===== src/rtl/qam_symbol_mapper.sv =====
// qam_symbol_mapper: byte stream to Gray-coded QPSK/16-QAM I/Q levels, one symbol per baud tick
// Optional feature macro: QAM_SCRAMBLE_EN adds an x^7+x^4+1 additive scrambler applied at byte pop.
// Ports:
//   clk, rst                 system clock, synchronous active-high reset
//   mod_type                 0 = QPSK, 1 = 16-QAM (latched per byte or idle tick)
//   baud_rate                1200 << baud_rate Bd (latched per byte or idle tick)
//   s_data, s_valid, s_ready byte input stream, MSB sent first
//   sym_i, sym_q             signed I/Q levels, held between symbols
//   sym_valid                one-cycle strobe per baud period (data or idle)
//   sym_idle                 current symbol is a zero symbol
//   underrun                 pulse on the first idle symbol after data
module qam_symbol_mapper #(
   parameter int CLK_HZ     = 11_059_200,
   parameter int AMP_W      = 12,
   parameter int FIFO_DEPTH = 4
) (
   input  logic                    clk,
   input  logic                    rst,
   input  logic                    mod_type,
   input  logic [1:0]              baud_rate,
   input  logic [7:0]              s_data,
   input  logic                    s_valid,
   output logic                    s_ready,
   output logic signed [AMP_W-1:0] sym_i,
   output logic signed [AMP_W-1:0] sym_q,
   output logic                    sym_valid,
   output logic                    sym_idle,
   output logic                    underrun
);
   localparam int CW = $clog2(CLK_HZ / 1200);
   localparam int AW = $clog2(FIFO_DEPTH);
   localparam int LV = (2 ** (AMP_W - 1) - 1) / 3;
   localparam logic [CW-1:0] D0 = CW'(CLK_HZ / 1200 - 1);
   localparam logic [CW-1:0] D1 = CW'(CLK_HZ / 2400 - 1);
   localparam logic [CW-1:0] D2 = CW'(CLK_HZ / 4800 - 1);
   localparam logic [CW-1:0] D3 = CW'(CLK_HZ / 9600 - 1);
   localparam logic signed [AMP_W-1:0] P1 = AMP_W'(LV);
   localparam logic signed [AMP_W-1:0] P2 = AMP_W'(2 * LV);
   localparam logic signed [AMP_W-1:0] P3 = AMP_W'(3 * LV);
   localparam logic signed [AMP_W-1:0] N1 = AMP_W'(-LV);
   localparam logic signed [AMP_W-1:0] N2 = AMP_W'(-2 * LV);
   localparam logic signed [AMP_W-1:0] N3 = AMP_W'(-3 * LV);

   logic [CW-1:0]           div_cnt, div_last;
   logic [1:0]              baud_lat, rem;
   logic                    mod_lat, tick, busy, wr, pop, idle_t, m, had_data;
   logic [7:0]              mem [FIFO_DEPTH];
   logic [AW-1:0]           wp, rp;
   logic [AW:0]             fcnt;
   logic [7:0]              head, sh, sym_bits;
   logic signed [AMP_W-1:0] lvl_i, lvl_q;

   // Divisor constants are precomputed so no run-time divider is built.
   assign div_last = baud_lat[1] ? (baud_lat[0] ? D3 : D2) : (baud_lat[0] ? D1 : D0);
   assign tick     = div_cnt == div_last;
   assign s_ready  = fcnt != (AW+1)'(FIFO_DEPTH);
   assign wr       = s_valid && s_ready;
   assign busy     = rem != 2'd0;
   assign pop      = tick && !busy && fcnt != '0;
   assign idle_t   = tick && !busy && fcnt == '0;

`ifdef QAM_SCRAMBLE_EN
   logic [6:0] lfsr, lfsr_nx;
   // Eight LFSR steps unrolled; the byte's MSB consumes the first keystream bit.
   always_comb begin
      lfsr_nx = lfsr;
      head    = mem[rp];
      for (int b = 7; b >= 0; b--) begin
         head[b] = head[b] ^ lfsr_nx[6] ^ lfsr_nx[3];
         lfsr_nx = {lfsr_nx[5:0], lfsr_nx[6] ^ lfsr_nx[3]};
      end
   end
   always_ff @(posedge clk) begin
      if (rst)
         lfsr <= 7'h7F;
      else if (pop)
         lfsr <= lfsr_nx;
   end
`else
   assign head = mem[rp];
`endif

   // At a byte boundary the first symbol comes straight from the popped byte
   // using the live mod_type; mid-byte symbols use the latched mode.
   assign m        = busy ? mod_lat : mod_type;
   assign sym_bits = busy ? sh : head;

   // Gray levels: MSB selects the sign, LSB selects the inner ring.
   function automatic logic signed [AMP_W-1:0] gray(input logic [1:0] b);
      return b[0] ? (b[1] ? P1 : N1) : (b[1] ? P3 : N3);
   endfunction

   assign lvl_i = m ? gray(sym_bits[7:6]) : (sym_bits[7] ? P2 : N2);
   assign lvl_q = m ? gray(sym_bits[5:4]) : (sym_bits[6] ? P2 : N2);

   always_ff @(posedge clk) begin
      if (wr)
         mem[wp] <= s_data;
   end

   always_ff @(posedge clk) begin
      if (rst) begin
         div_cnt   <= '0;
         baud_lat  <= '0;
         mod_lat   <= 1'b0;
         wp        <= '0;
         rp        <= '0;
         fcnt      <= '0;
         sh        <= '0;
         rem       <= '0;
         had_data  <= 1'b0;
         sym_i     <= '0;
         sym_q     <= '0;
         sym_valid <= 1'b0;
         sym_idle  <= 1'b1;
         underrun  <= 1'b0;
      end else begin
         div_cnt   <= tick ? '0 : div_cnt + 1'b1;
         wp        <= wr ? wp + 1'b1 : wp;
         rp        <= pop ? rp + 1'b1 : rp;
         fcnt      <= fcnt + (AW+1)'(wr) - (AW+1)'(pop);
         sym_valid <= tick;
         underrun  <= idle_t && had_data;
         if (tick) begin
            sym_i    <= idle_t ? '0 : lvl_i;
            sym_q    <= idle_t ? '0 : lvl_q;
            sym_idle <= idle_t;
            had_data <= !idle_t;
            sh       <= m ? sym_bits << 4 : sym_bits << 2;
            rem      <= busy ? rem - 1'b1 : (pop ? (mod_type ? 2'd1 : 2'd3) : 2'd0);
         end
         if (tick && !busy) begin
            mod_lat  <= mod_type;
            baud_lat <= baud_rate;
         end
      end
   end
endmodule


===== config.mk =====
export PLATFORM = sky130hd
export DESIGN_NAME = qam_symbol_mapper
export DESIGN_NICKNAME = d
export VERILOG_FILES = /design/src/rtl/qam_symbol_mapper.sv
export SDC_FILE = /design/constraint.sdc
export NUM_CORES = 1
export LEC_CHECK = 0
export BUFFER_PORTS_ARGS = -buffer_cell sky130_fd_sc_hd__buf_2
export CORE_MARGIN = 1
export CORE_UTILIZATION = 46
export CTS_CLUSTER_DIAMETER = 40
export DETAILED_ROUTE_END_ITERATION = 10
export PLACE_DENSITY = 0.65
export SYNTH_ARGS = -nofsm -noshare
export SYNTH_HDL_FRONTEND = slang
export SYNTH_SLANG_ARGS = --single-unit

===== constraint.sdc =====
create_clock -name clk -period 4.1 [get_ports clk]
set_input_delay 0.82 -clock clk [delete_from_list [all_inputs] [get_ports clk]]
set_output_delay 0.82 -clock clk [all_outputs]
set_load 0.02 [all_outputs]

==> results of run 1 <==
## logic make-up (layout without fill, tap and decap cells)
group                      after synthesis  after routing  share of synthesized area, %
AOI/OAI and AO/OA                       46             46                          9.93
xor gates and xnor gates                16             16                          3.81
adders and majority gates               12             12                          4.28
buffers and inverters                   45             71                          6.70
DFF                                     79             79                          51.7
muxes                                   20             20                          8.30
other                                    1              2                         0.102
and+or+nand+nor                        100            100                          15.2
## metal layers
layer | vias up | part of all wire, %
met3 | 5 | 3.3
met1 | 1122 | 48
met5 | - | 0
met2 | 48 | 47
met4 | 0 | 0.86
li1 | 1191 | -
## stage by stage
step           worst slack, ps  utilization (%)  cells  cell area [um^2]  hold slack [ps]
2_1_floorplan             1310                -    320              3680              421
3_3_place_gp              1120             49.5    432              3820              441
3_5_place_dp              1040             49.5    432              3820              444
4_1_cts                   1000             52.2    448              4030              457
5_1_grt                    832             52.2    448              4030              485
6_report                   988             52.2    448              4030              458
## sequential cells by signal, indices dropped and copies added (netlist names), named ones only
signal / cells
rem: 2
sym_i: 5
mod_lat: 1
baud_lat: 2
mem: 32
had_data: 1
sym_valid: 1
rp: 2
div_cnt: 14
sh: 6
wp: 2
sym_idle: 1
fcnt: 3
sym_q: 4
underrun: 1
## path summary, 6_finish.rpt
check	start	end	slack, ps	depth (start not counted)
min reg2reg	had_data$_SDFFE_PP0P_	underrun$_SDFF_PP0_	460	2
max	baud_lat[0]$_SDFFE_PP0P_	fcnt[2]$_SDFF_PP0_	990	12
max reg2reg	baud_lat[0]$_SDFFE_PP0P_	fcnt[2]$_SDFF_PP0_	990	12
min	had_data$_SDFFE_PP0P_	underrun$_SDFF_PP0_	460	2
## where the power goes
group	total, W	switching, W	internal (W)
clock network	0.000612	0.000316	0.000296
logic	0.000193	0.000115	0.0000773
registers	0.000885	0.0000190	0.000865
total	0.00169	0.000450	0.00124
## cells in the final DEF, fill, tap and decap left out, types with 3 or more instances in the layout
cell type  Yosys  final
a21oi_1        7      7
a221o_1        4      4
a31o_2         3      3
and2_1         5      5
and3_1         9      9
buf_2          5     39
clkbuf_8       0      9
dfxtp_1       47     47
edfxtp_1      32     32
ha_1          11     11
inv_1         15     15
inv_6          0      3
mux2_2         3      3
mux2i_1        8      8
mux4_2         8      8
nand2_1       16     16
nand3_1        5      5
nand4_1        6      6
nor2_1        27     27
nor2b_1        6      6
nor3_1         5      5
nor4_1         5      5
o21ai_0        5      5
o2bb2ai_1      8      8
o41ai_1        4      4
xnor2_1       11     11
xor2_1         5      5
## final cells by class
class | count | area share [%]
repair buffers | 40 | 5.02
well taps | 102 | 3.16
multi-input cells | 196 | 38.1
flip-flops and latches | 79 | 47.1
inverters | 15 | 1.40
clock inverters | 7 | 2.14
clock buffers | 9 | 3.07
## critical path, cell delays in order (launching register included)
cell      delay (ps)
dfxtp_1          470
nand2b_1          90
a31oi_1          280
o22a_1           550
nor2_1           150
and3_1           200
ha_1             270
inv_1             40
ha_1             180
fa_1             370
xnor2_1          200
xnor2_1          140
nor2_1            50
==> results by group, run 1 <==
Route
  – Pre-antenna DRT Iters: 4
  – WL/cell: 14.3 um
  – Routed vias: 2366
  – Via density: 5.28
  – Post-route ant nets: 0
  – DRC viols: 0
  – Post-Route WL: 6410 um
  – Iter 0 DRT Violations: 125

Timing
  – # setup viols final: 0
  – Part of the cycle the worst path needs: 75.9%
  – RSZ-0062 raised after global routing: no
  – Worst slew margin: 38.9%
  – Max Fclk: 0.321 GHz
  – Clk_skew: 11.9 ps
  – Max-slew violation count: 0
  – Final hold vios: 0
  – Slew @ Worst Pin: 912 ps
  – Setup total negative slack: 0 ps
  – Min cycle time layout: 3110 ps

Yosys
  – Distinct cells, synth: 58
  – Post-synth EDFFs: 32
  – #FFs+latches synth: 79
  – Most common cell in the netlist: dfxtp_1
  – Top_reg_cell synth: dfxtp_1
  – Post-synth top area cell: edfxtp_1
  – Ys async rst share: 0%
  – Seq/Total Area, Yosys: 51.7%
  – Main area contributors after synthesis: edfxtp_1 26%, dfxtp_1 26%, mux4_2 4.9%
  – Commonest cells post-synth: 47 x dfxtp_1, 32 x edfxtp_1, 27 x nor2_1
  – Synth Instances: 319
  – Share of the synthesized area in the top cell type: 26.1%
  – Mapped Area: 3680 um^2
  – Syn_area_per_cell: 11.5 um^2
  – Syn. warnings: 0

Run status
  – Outcome: finished clean

CTS
  – Hold buffers post-CTS: 0
  – Total setup buffers inserted after CTS: 0
  – CTS tree: yes
  – H-tree depth: 3
  – CTS Buf Count: 9
  – CTS sink count: 79
  – Deepest clock path buffer count: 2
  – Clock root cell: clkbuf_8
  – Worst-path clk slew: 90 ps
  – Worst-Skew Late Latency: 350 ps
  – Cts repair resizes: 0

Global route
  – Met2 usage: 26.9%
  – GRT Util Overall: 16.4%
  – GR Layer Usage met3: 4.02%
  – Vias in the first global route: 2271
  – Initial antenna violation count: 0
  – Met1 Use GR: 21.2%
  – Total gr overflow: 0
  – Top Usage Layer GRT: met2
  – Largest net degree at the start of global routing: 30
  – First-pass GRT wire length: 10800 um

Power
  – Total power: 0.00169 W
  – Pwr/cell area: 419 nW/um^2
  – Leakage power: 1.60 nW
  – Max IR drop VDD: 248 uV

Setup path
  – Setup CP Type: flip-flop to flip-flop
  – Req. time, crit path: 4330 ps
  – Critical path launch point type: flip-flop
  – Arr. time, crit path: 3340 ps
  – Crit path max fanout: 12
  – Setup crit end kind: flip-flop

Finish
  – Reg area: 1900 um^2
  – Syn-to-layout area delta: 9.62%
  – Ant diodes: 0
  – Filler instances: 680
  – Nets: 367
  – Footprint of the multi-input gates: 1540 um^2
  – Share of layout cells above drive strength 1: 23.4%

Floorplan
  – I/O pin cnt: 42
  – Full die area: 8360 um^2
  – Die Span X: 91.4 um
  – Site Rows: 32
  – Initial Util: 47.6%
  – Die Y: 91.4 um
  – Core area: 7730 um^2

Run
  – Max capacitance violation total: 0

Placement
  – Final GP Congestion: 0.789
  – Port Buffers: 39
  – Post-detail-place hpwl: 4450 um

Worst hold path
  – Hold Crit Class: flip-flop to flip-flop
Note: power is estimated with default switching activity, not from simulation.
==> run 2: changes to the inputs <==
--- a/config.mk
+++ b/config.mk
@@ -5,6 +5,7 @@
 export SDC_FILE = /design/constraint.sdc
 export NUM_CORES = 1
 export LEC_CHECK = 0
+export ABC_AREA = 1
 export BUFFER_PORTS_ARGS = -buffer_cell sky130_fd_sc_hd__buf_2
 export CORE_MARGIN = 1
 export CORE_UTILIZATION = 46
==> constraint.sdc (replaced) <==
create_clock -name clk -period 3.2 [get_ports clk]
set_input_delay 0.64 -clock clk [delete_from_list [all_inputs] [get_ports clk]]
set_output_delay 0.64 -clock clk [all_outputs]
set_load 0.02 [all_outputs]
==> results by group, run 2 <==
Yosys
  – Post-synth top area cell: edfxtp_1
  – Main area contributors after synthesis: edfxtp_1 25%, dfxtp_1 25%, nand2_1 8.2%
  – Synth Instances: 438 (+37%)
  – Syn. warnings: 0 (unchanged)
  – Seq/Total Area, Yosys: 50.4% (-1.3 points)
  – Syn_area_per_cell: 8.62 um^2 (-25%)
  – Top_reg_cell synth: dfxtp_1
  – Commonest cells post-synth: 82 x nand2_1, 62 x nor2_1, 47 x dfxtp_1
  – Share of the synthesized area in the top cell type: 25.5% (-0.66 points)
  – Post-synth EDFFs: 32 (unchanged)
  – Mapped Area: 3770 um^2 (+2.6%)
  – Distinct cells, synth: 37 (-36%)
  – Most common cell in the netlist: nand2_1
  – #FFs+latches synth: 79 (unchanged)
  – Ys async rst share: 0% (unchanged)

Route
  – Iter 0 DRT Violations: 139 (+11%)
  – DRC viols: 0 (unchanged)
  – WL/cell: 12.3 um (-14%)
  – Routed vias: 2820 (+19%)
  – Post-Route WL: 7000 um (+9.1%)
  – Post-route ant nets: 0 (unchanged)
  – Pre-antenna DRT Iters: 4 (unchanged)
  – Via density: 4.94 (-6.5%)

Timing
  – RSZ-0062 raised after global routing: no
  – Final hold vios: 0 (unchanged)
  – Slew @ Worst Pin: 785 ps (-127 ps)
  – Max-slew violation count: 0 (unchanged)
  – Clk_skew: 12.7 ps (+0.800 ps)
  – Setup total negative slack: 0 ps (unchanged)
  – Worst slew margin: 47.5% (+8.6 points)
  – Min cycle time layout: 2740 ps (-372 ps)
  – Max Fclk: 0.365 GHz (+14%)
  – # setup viols final: 0 (unchanged)
  – Part of the cycle the worst path needs: 85.6% (+9.7 points)

Setup path
  – Req. time, crit path: 3440 ps (-890 ps)
  – Arr. time, crit path: 2980 ps (-360 ps)
  – Delay-heaviest family, CP: simple AND/OR/NAND/NOR gates
  – Setup crit end kind: flip-flop
  – Slowest cell delay on critical path: 570 ps (+20 ps)
  – Critical path launch point type: flip-flop
  – CP Cell Sequence: nand2_1, o21a_1, nor2_2, nand3_4, nor3_1, nand2_1, inv_1, ha_1, inv_1, ha_1, fa_1, xnor2_1, nor2_1
  – Critical path's slowest cell: dfxtp_1
  – Crit path max fanout: 13 (+1)
  – Setup CP Type: flip-flop to flip-flop
  – Number of buffer and inverter stages on the critical path: 2 (+1)

Floorplan
  – Initial Util: 48.1% (+0.48 points)
  – Full die area: 8570 um^2 (+2.5%)
  – Die Y: 92.6 um (+1.3%)
  – Die Span X: 92.6 um (+1.3%)
  – Site Rows: 32 (unchanged)
  – Core area: 7850 um^2 (+1.6%)
  – I/O pin cnt: 42 (unchanged)

CTS
  – CTS Buf Count: 9 (unchanged)
  – Total setup buffers inserted after CTS: 0 (unchanged)
  – CTS tree: yes
  – CTS sink count: 79 (unchanged)
  – Worst-path clk slew: 90 ps (about the same)
  – Cts repair resizes: 0 (unchanged)
  – Clock root cell: clkbuf_8
  – Deepest clock path buffer count: 2 (unchanged)
  – Hold buffers post-CTS: 0 (unchanged)
  – H-tree depth: 3 (unchanged)
  – Worst-Skew Late Latency: 360 ps (about the same)

Global route
  – Initial antenna violation count: 0 (unchanged)
  – Total gr overflow: 0 (unchanged)
  – Largest net degree at the start of global routing: 23 (-23%)
  – Vias in the first global route: 2485 (+9.4%)
  – GRT Util Overall: 17.8% (+1.4 points)
  – First-pass GRT wire length: 11800 um (+8.3%)

Placement
  – Post-detail-place hpwl: 4880 um (+9.7%)
  – DP Area: 3920 um^2 (+2.6%)
  – Final GP Congestion: 0.826 (+4.7%)
  – Port Buffers: 39 (unchanged)

Finish
  – Syn-to-layout area delta: 9.15%
  – Top Registers: mem (32), div_cnt (14), sh (6)
  – Most frequent cells in the layout: 82 x nand2_1, 62 x nor2_1, 47 x dfxtp_1, 44 x inv_1, 39 x buf_2
  – Nets: 490 (+34%)
  – Ant diodes: 0 (unchanged)
  – Post-route cell area: 4120 um^2 (+2.1%)
  – Share of layout cells above drive strength 1: 16.2% (-7.2 points)
  – Max reg flops: 32 (unchanged)
  – Most flops, register: mem
  – Most common cell after layout, fill and taps aside: nand2_1

Power
  – Pwr/cell area: 502 nW/um^2 (+20%)
  – Max IR drop VDD: 299 uV (+21%)
  – Leakage power: 1.74 nW (+8.2%)

Run status
  – Outcome: finished clean

Worst hold path
  – Hold Crit Class: flip-flop to flip-flop

Run
  – Max capacitance violation total: 0 (unchanged)
## run 2: cell count changes after synthesis, sizes merged, moves of 8 or more
| cell | change |
|---|---|
| mux4 | -8 |
| nand2 | +66 |
| o211ai | +9 |
| nand3 | +16 |
| nor2 | +38 |
| o2bb2ai | -8 |
| inv | +33 |
| o21ai | +34 |
| and3 | -8 |
## run 2: worst paths after layout
kind                            startpoint                     to  slack (ps)  depth (start not counted)
hold reg to reg      div_cnt[0]$_SDFF_PP0_  div_cnt[0]$_SDFF_PP0_         450                          1
setup / recovery  baud_lat[0]$_SDFFE_PP0P_     fcnt[2]$_SDFF_PP0_         460                         13
setup reg to reg  baud_lat[0]$_SDFFE_PP0P_     fcnt[2]$_SDFF_PP0_         460                         13
hold / removal       div_cnt[0]$_SDFF_PP0_  div_cnt[0]$_SDFF_PP0_         450                          1
## run 2: where the power goes
part	internal, W	total [W]	switching [W]	leakage (nW)
registers	0.00110	0.00112	0.0000205	0.674
clock network	0.000307	0.000724	0.000417	0.0946
logic	0.0000711	0.000220	0.000149	0.968
## run 2: cells by family (layout without fill, tap and decap cells)
group / count (synthesis) / in the layout / share of synthesized area [%]
xor+xnor: 10 / 10 / 2.32
fa+ha+maj: 12 / 12 / 4.18
simple gates: 194 / 194 / 23.2
mux: 1 / 1 / 0.265
compound gates: 65 / 65 / 9.35
buf+inv: 76 / 106 / 10.2
other cells: 1 / 2 / 0.0993
flops: 79 / 79 / 50.4
## run 2: cell type report
cell class | count | area (um^2)
Fill cell | 756 | 3730
Sequential cell | 79 | 1900
Multi-Input combinational cell | 284 | 1490
Timing Repair Buffer | 42 | 218
Inverter | 48 | 183
Tap cell | 102 | 128
Clock buffer | 9 | 124
Clock inverter | 7 | 73.8
## run 2: metal layers
metal	routed length [um]	track usage, %
met3	232	3.20
met2	3180	28.1
met5	0	0
met4	131	8.72
met1	3450	23.5
## run 2: stage by stage
stage	worst slack, ps	total power (W)	hold WS, ps	utilization (%)	instances
detailed placement	502	0.00137	431	50.0	555
global route	221	0.00217	466	52.5	571
finish	460	0.00207	448	52.5	571
CTS	459	0.00209	449	52.5	571
floorplan	806	0.00131	411	-	439
global placement	598	0.00136	422	50.0	555
